$ cat config.mk
export PLATFORM = sky130hd
export DESIGN_NAME = layer_sequencer
export DESIGN_NICKNAME = d
export VERILOG_FILES = /design/src/rtl/layer_sequencer.sv
export SDC_FILE = /design/constraint.sdc
export NUM_CORES = 1
export LEC_CHECK = 0
export ABC_AREA = 1
export ABC_CLOCK_PERIOD_IN_PS = 3550
export BUFFER_PORTS_ARGS = -buffer_cell sky130_fd_sc_hd__buf_2
export CAP_MARGIN = 40
export CORE_ASPECT_RATIO = 0.9
export CORE_MARGIN = 2
export CORE_UTILIZATION = 43
export CTS_CLUSTER_DIAMETER = 120
export DETAILED_ROUTE_END_ITERATION = 6
export PLACE_DENSITY_LB_ADDON = 0.3
export SYNTH_ARGS = -nofsm -noshare
export SYNTH_HDL_FRONTEND = slang
export SYNTH_SLANG_ARGS = --single-unit
$ cat constraint.sdc
create_clock -name clk -period 3.55 [get_ports clk]
set_input_delay 0.355 -clock clk [delete_from_list [all_inputs] [get_ports clk]]
set_output_delay 0.355 -clock clk [all_outputs]
set_load 0.01 [all_outputs]
$ cat src/rtl/layer_sequencer.sv
// ---------------------------------------------------------------------------
// layer_sequencer
//   Steps a shared neuron datapath through every output neuron of one layer.
//   For each neuron it strobes neuron_go, waits for neuron_done, captures the
//   raw result, stores a shifted and saturated activation into layer_out, and
//   tracks the neuron with the largest raw result (reported as class_idx).
//
// Ports
//   clk           rising-edge clock
//   reset         synchronous, active-high reset
//   layer_go      start request, sampled only in IDLE
//   busy          high in every state except IDLE
//   layer_done    one-cycle completion pulse (DONE state)
//   neuron_go     one-cycle start strobe to the datapath (START state)
//   neuron_done   datapath completion strobe, sampled only in WAIT
//   neuron_result signed datapath result, valid with neuron_done
//   neuron_idx    active neuron (weight row / bias select)
//   layer_out     activation buffer, neuron k at [(k+1)*WIDTH_ACT-1 -: WIDTH_ACT]
//   class_idx     index of the largest raw result of the last layer
//
// Build option
//   LAYER_SEQUENCER_RELU_EN  when defined, activations clamp to the unsigned
//                            range [0, 2^WIDTH_ACT-1]; otherwise they clamp to
//                            the signed two's-complement range.
//
// State  | meaning
// -------+---------------------------------------------------------------
// IDLE   | waiting for layer_go
// START  | neuron_go strobe for neuron_idx
// WAIT   | waiting for neuron_done; result captured on that cycle
// STORE  | write activation, update running max, advance or finish
// DONE   | layer_done pulse, class_idx published
// ---------------------------------------------------------------------------
module layer_sequencer #(
  parameter int OUT_SIZE  = 32,
  parameter int WIDTH_OUT = 24,
  parameter int WIDTH_ACT = 8,
  parameter int SHIFT     = 8
) (
  input  logic                              clk,
  input  logic                              reset,
  input  logic                              layer_go,
  output logic                              busy,
  output logic                              layer_done,
  output logic                              neuron_go,
  input  logic                              neuron_done,
  input  logic signed [WIDTH_OUT-1:0]       neuron_result,
  output logic [$clog2(OUT_SIZE)-1:0]       neuron_idx,
  output logic [OUT_SIZE*WIDTH_ACT-1:0]     layer_out,
  output logic [$clog2(OUT_SIZE)-1:0]       class_idx
);

  localparam int IW = $clog2(OUT_SIZE);
  localparam logic [IW-1:0] LAST_IDX = IW'(OUT_SIZE - 1);

`ifdef LAYER_SEQUENCER_RELU_EN
  localparam logic signed [WIDTH_OUT-1:0] ACT_MAX = WIDTH_OUT'((1 << WIDTH_ACT) - 1);
`else
  localparam logic signed [WIDTH_OUT-1:0] ACT_MAX = WIDTH_OUT'((1 << (WIDTH_ACT - 1)) - 1);
  localparam logic signed [WIDTH_OUT-1:0] ACT_MIN = WIDTH_OUT'(-(1 << (WIDTH_ACT - 1)));
`endif

  typedef enum logic [2:0] {
    S_IDLE,
    S_START,
    S_WAIT,
    S_STORE,
    S_DONE
  } state_t;

  state_t                        state_q, state_d;
  logic [IW-1:0]                 idx_q, idx_d;
  logic [IW-1:0]                 cand_q, cand_d;
  logic [IW-1:0]                 class_q, class_d;
  logic signed [WIDTH_OUT-1:0]   capture_q, capture_d;
  logic signed [WIDTH_OUT-1:0]   max_q, max_d;
  logic [OUT_SIZE*WIDTH_ACT-1:0] layer_out_q, layer_out_d;
  logic signed [WIDTH_OUT-1:0]   shifted;
  logic [WIDTH_ACT-1:0]          act;

  // Shift then saturate the captured result into an activation.
  always_comb begin
    shifted = capture_q >>> SHIFT;
    act     = shifted[WIDTH_ACT-1:0];
`ifdef LAYER_SEQUENCER_RELU_EN
    if (shifted[WIDTH_OUT-1]) begin
      act = '0;
    end else if (shifted > ACT_MAX) begin
      act = '1;
    end
`else
    if (shifted > ACT_MAX) begin
      act = {1'b0, {(WIDTH_ACT-1){1'b1}}};
    end else if (shifted < ACT_MIN) begin
      act = {1'b1, {(WIDTH_ACT-1){1'b0}}};
    end
`endif
  end

  always_comb begin
    state_d     = state_q;
    idx_d       = idx_q;
    cand_d      = cand_q;
    class_d     = class_q;
    capture_d   = capture_q;
    max_d       = max_q;
    layer_out_d = layer_out_q;

    case (state_q)
      S_IDLE: begin
        if (layer_go) begin
          state_d = S_START;
          idx_d   = '0;
        end
      end
      S_START: begin
        state_d = S_WAIT;
      end
      S_WAIT: begin
        if (neuron_done) begin
          capture_d = neuron_result;
          state_d   = S_STORE;
        end
      end
      S_STORE: begin
        layer_out_d[idx_q*WIDTH_ACT +: WIDTH_ACT] = act;
        // Strict compare: on a tie the lower index stays the candidate.
        if (idx_q == '0) begin
          max_d  = capture_q;
          cand_d = '0;
        end else if (capture_q > max_q) begin
          max_d  = capture_q;
          cand_d = idx_q;
        end
        if (idx_q < LAST_IDX) begin
          idx_d   = idx_q + 1'b1;
          state_d = S_START;
        end else begin
          state_d = S_DONE;
        end
      end
      S_DONE: begin
        class_d = cand_q;
        state_d = S_IDLE;
      end
      default: begin
        state_d = S_IDLE;
      end
    endcase
  end

  always_ff @(posedge clk) begin
    if (reset) begin
      state_q     <= S_IDLE;
      idx_q       <= '0;
      cand_q      <= '0;
      class_q     <= '0;
      capture_q   <= '0;
      max_q       <= '0;
      layer_out_q <= '0;
    end else begin
      state_q     <= state_d;
      idx_q       <= idx_d;
      cand_q      <= cand_d;
      class_q     <= class_d;
      capture_q   <= capture_d;
      max_q       <= max_d;
      layer_out_q <= layer_out_d;
    end
  end

  assign busy       = (state_q != S_IDLE);
  assign layer_done = (state_q == S_DONE);
  assign neuron_go  = (state_q == S_START);
  assign neuron_idx = idx_q;
  assign layer_out  = layer_out_q;
  // The new winner is already visible during the DONE cycle itself.
  assign class_idx  = (state_q == S_DONE) ? cand_q : class_q;

endmodule
==> impl_results.rst <==
.. list-table::
   :header-rows: 1

   * - Metric
     - Value
   * - Status
     - finished, final reports clean
   * - Total number of cells along the worst setup path
     - 11
   * - Site row count
     - 60
   * - Height of the chip
     - 168.9 µm
   * - Detailed Route WL
     - roughly 43 mm
   * - Largest net degree at the start of global routing
     - a little under 90
   * - Placed insts
     - about 2,300
   * - Pre-CTS setup slack
     - about 0.6 ns
   * - Register-to-register path setup slack
     - a little under 0.4 ns
   * - DRC violations left
     - 0
   * - Slowest Stage Delay on Critical Path
     - approximately 0.56 ns
   * - CP Launch Type
     - flip-flop
   * - Number of warnings reported in the yosys synthesis log
     - 0
   * - Total Power Consumption
     - just under 9 mW
   * - Clock Pin Slew Worst Setup and Hold Paths
     - roughly 0.060 ns
   * - GRT overflow
     - 0
   * - Endpoint type of the worst setup path
     - flip-flop
   * - Fin Setup TNS
     - 0 ns
   * - Required time worst endpoint
     - between 3 and 4 ns
   * - CP endpoint
     - layer_out[148]
   * - Clock Tree Root
     - clkbuf_16
   * - Critical setup path kind
     - flip-flop to flip-flop
   * - Total nets after synthesis
     - about 1,700
   * - Post-CTS setup-driven buffer insertion count
     - 0
   * - Via count of the routed design
     - 12,433
   * - Data arrival time at the worst-slack endpoint
     - between 3 and 4 ns
   * - Number of endpoints with negative hold slack in the final report
     - 0
   * - IO Count
     - 297
   * - Post-layout worst setup margin
     - 0.3946 ns
   * - Portion of the clock cycle consumed by the worst path in the final layout
     - 88.89%
   * - Number of maximum-capacitance constraint violations
     - 0
   * - Sinks on the clock net
     - roughly 320
   * - Count of inserted antenna diode cells
     - 0
   * - Clock insertion delay at the later pin of the skew report
     - 0.52 ns
   * - Ratio of total power to cell area
     - roughly 550 nW/µm²
   * - Max Fclk
     - 316.9 MHz
   * - Worst VDD drop
     - ~0.00028 V
   * - Distinct cell type count of the synthesized netlist
     - 35
   * - Hold buffers post-CTS
     - 0
   * - Gate family responsible for the most delay along the worst path
     - simple AND/OR/NAND/NOR gates
   * - Class of the tightest hold or removal check
     - input pin to flip-flop
   * - First-pass GRT wire length
     - 65.37 mm
   * - End of the worst register-to-register path
     - layer_out[148]
   * - Final-report setup violation count
     - 0
   * - Die Footprint
     - roughly 32,000 µm²
   * - Final weighted congestion of routability-driven global placement
     - 0.8845
   * - Gates resized, CTS repair
     - 0
   * - CTS H-tree lvls
     - 2
   * - Final-stage net count
     - about 2,000
   * - Top fanout value on the critical path
     - 16
   * - Count of non-filler cells in the finished layout
     - around 2,300
   * - Sequential element share of the synthesized area
     - between 40% and 50%
   * - Placeable core area
     - between 20,000 and 30,000 µm²
   * - Via/cell ratio
     - between 5 and 6
   * - Final routed wire length divided by cell count
     - around 18 µm
   * - Max Clock Skew
     - between 0.01 and 0.015 ns
   * - Shortest clock period the worst path allows after layout
     - roughly 3.2 ns
   * - Count of cells along the worst register-to-register path
     - 11
   * - Actual transition at the worst max-transition pin
     - slightly below 0.8 ns
   * - X dimension of the die
     - around 190 µm
   * - Length of the first detailed-routing pass in iterations
     - 5
   * - Maximum buffer depth of the clock tree
     - 3
   * - Worst R2R Start
     - neuron_idx[1]
   * - Final HPWL from detailed placement
     - 30.12 mm
   * - Count of state elements after synthesis
     - between 300 and 400
   * - Cts bufs inserted
     - 35
   * - CP Launch Point
     - neuron_idx[1]
   * - Vias in the first global route
     - about 11,000
   * - Number of slew-limit violations in the final report
     - 0
   * - RSZ-0062 raised after global routing
     - false
   * - Syn Inst Count
     - 1,655
   * - Critical-path cell list
     - inv_1 > ha_1 > inv_1 > nor2_1 > inv_1 > nor2_1 > nand2_1 > nor2_1 > nand2_1 > o21ai_0 > a21oi_1
   * - Starting utilization of the core area
     - between 40% and 50%
   * - Iter 0 DRT Violations
     - roughly 1,100
   * - Average footprint of a synthesized cell
     - 7.850 µm²
   * - Area growth, synth to finish
     - 23.14%
   * - Worst slew margin relative to its limit
     - about half
   * - Worst path slowest cell
     - ha_1
   * - Fillers
     - between 2,000 and 3,000
   * - Clock tree from TritonCTS
     - done
   * - GRT Util Overall
     - about a quarter
   * - Count of buffers from port buffering
     - 296
   * - Fraction of layout instances using a drive strength above 1
     - around 22%
   * - Antenna Violating Nets Remaining
     - 0
   * - Antenna violations before repair
     - 0
   * - Cell leakage power
     - 6.857 nW
   * - CP bufs+invs
     - 3
   * - Total standard cell area after synthesis
     - 12,990 µm²
## per-stage QoR
step                      instance area [µm²]  hold slack, ns  utilization (%)
after global placement                  14710          0.4304            49.36
after detailed placement                14750          0.4367            49.50
final                                   16000          0.1183            53.68
after floorplan                         12990          0.4463                -
after global routing                    16000          0.1297            53.68
after CTS                               16000          0.1096            53.68
## power by group
part | internal (mW) | switching [mW] | leakage [nW]
sequential | 3.68 | 0.0506 | 2.60
clock | 2.38 | 1.49 | 0.614
combinational | 0.320 | 0.942 | 3.65
total | 6.39 | 2.49 | 6.86
## cell families after synthesis
kind of cell,after synthesis,share of synthesized area [%]
simple gates,642,21.81
fa+ha+maj,27,2.600
compound gates,434,18.78
xor+xnor,1,0.06743
flops,322,49.62
buf+inv,229,7.117
## worst min path at each step
stage / end / startpoint / depth (start not counted)
floorplan: cand_q[0] / cand_q[0] / 2
global placement: layer_out[164] / layer_out[164] / 2
detailed placement: layer_out[160] / layer_out[160] / 2
CTS: capture_q[17] / neuron_result[17] / 3
global route: capture_q[17] / neuron_result[17] / 3
finish: capture_q[17] / neuron_result[17] / 3
## synthesized netlist by cell type (all sizes together)
cell	n	share of area (%)
a211oi	99	5.7
a21o	2	0.12
a21oi	190	7.3
a311oi	1	0.067
buf	29	1.3
clkbuf	62	1.8
clkinv	4	0.12
dfxtp	322	50
ha	27	2.6
inv	134	3.9
nand2	190	5.7
nand3	90	3.6
nand4	29	1.4
nor2	318	10
nor3	9	0.43
nor3b	1	0.058
o211a	1	0.077
o211ai	1	0.058
o21a	1	0.058
o21ai	138	5.3
o22ai	1	0.048
or2	5	0.24
xnor2	1	0.067
## layer usage
| layer | up-vias | GRT usage, % | wire [µm] |
|---|---|---|---|
| met5 | - | 0 | 0 |
| met4 | 0 | 8.730 | 1312 |
| met3 | 84 | 7.319 | 4163 |
| met2 | 529 | 41.51 | 18920 |
| met1 | 5747 | 34.53 | 18310 |
| li1 | 6073 | - | - |
## cell usage in the layout (no fill, tap or decap), types with 2 or more instances in the layout
| cell | Yosys | layout |
|---|---|---|
| buf_2 | 14 | 295 |
| o21ai_0 | 134 | 134 |
| a21o_1 | 2 | 2 |
| ha_1 | 27 | 27 |
| clkbuf_8 | 0 | 11 |
| nand4_1 | 29 | 29 |
| inv_1 | 117 | 116 |
| or2_2 | 5 | 5 |
| a21oi_1 | 190 | 190 |
| o21ai_1 | 4 | 4 |
| nor3_1 | 8 | 8 |
| nand3_1 | 86 | 86 |
| bufinv_16 | 0 | 4 |
| inv_2 | 16 | 16 |
| dfxtp_1 | 322 | 322 |
| nand2_4 | 2 | 2 |
| nor2_2 | 4 | 4 |
| a211oi_1 | 99 | 99 |
| nor2_1 | 295 | 295 |
| nand2_1 | 183 | 183 |
| clkinv_1 | 4 | 4 |
| clkinv_2 | 0 | 4 |
| inv_4 | 1 | 2 |
| nor2_4 | 19 | 19 |
| clkbuf_16 | 0 | 36 |
| clkbuf_1 | 62 | 3 |
| buf_4 | 10 | 15 |
| nand2_2 | 5 | 5 |
| nand3_2 | 4 | 4 |
## state kept, by name, indices dropped and copies added (netlist names)
| name | cells |
|---|---|
| cand_q | 5 |
| layer_out | 256 |
| capture_q | 24 |
| max_q | 24 |
| class_q | 5 |
| state_q | 3 |
| neuron_idx | 5 |
## area by class of cell
type / instances / area (µm²) / share of cell area, %
clock buffer: 50 / 1064 / 6.648
tap: 403 / 504.2 / 3.152
clock inverter: 12 / 181.4 / 1.134
multi-input combinational: 1104 / 5628 / 35.18
inverter: 138 / 523.0 / 3.269
sequential: 322 / 6446 / 40.29
timing repair buffer: 313 / 1652 / 10.32
## worst min-delay path, stage by stage
cell and delay [ns]:
buf_2 0.07, o21ai_0 0.07, a21oi_1 0.10
No activity file was read; power rests on OpenSTA's default activity.
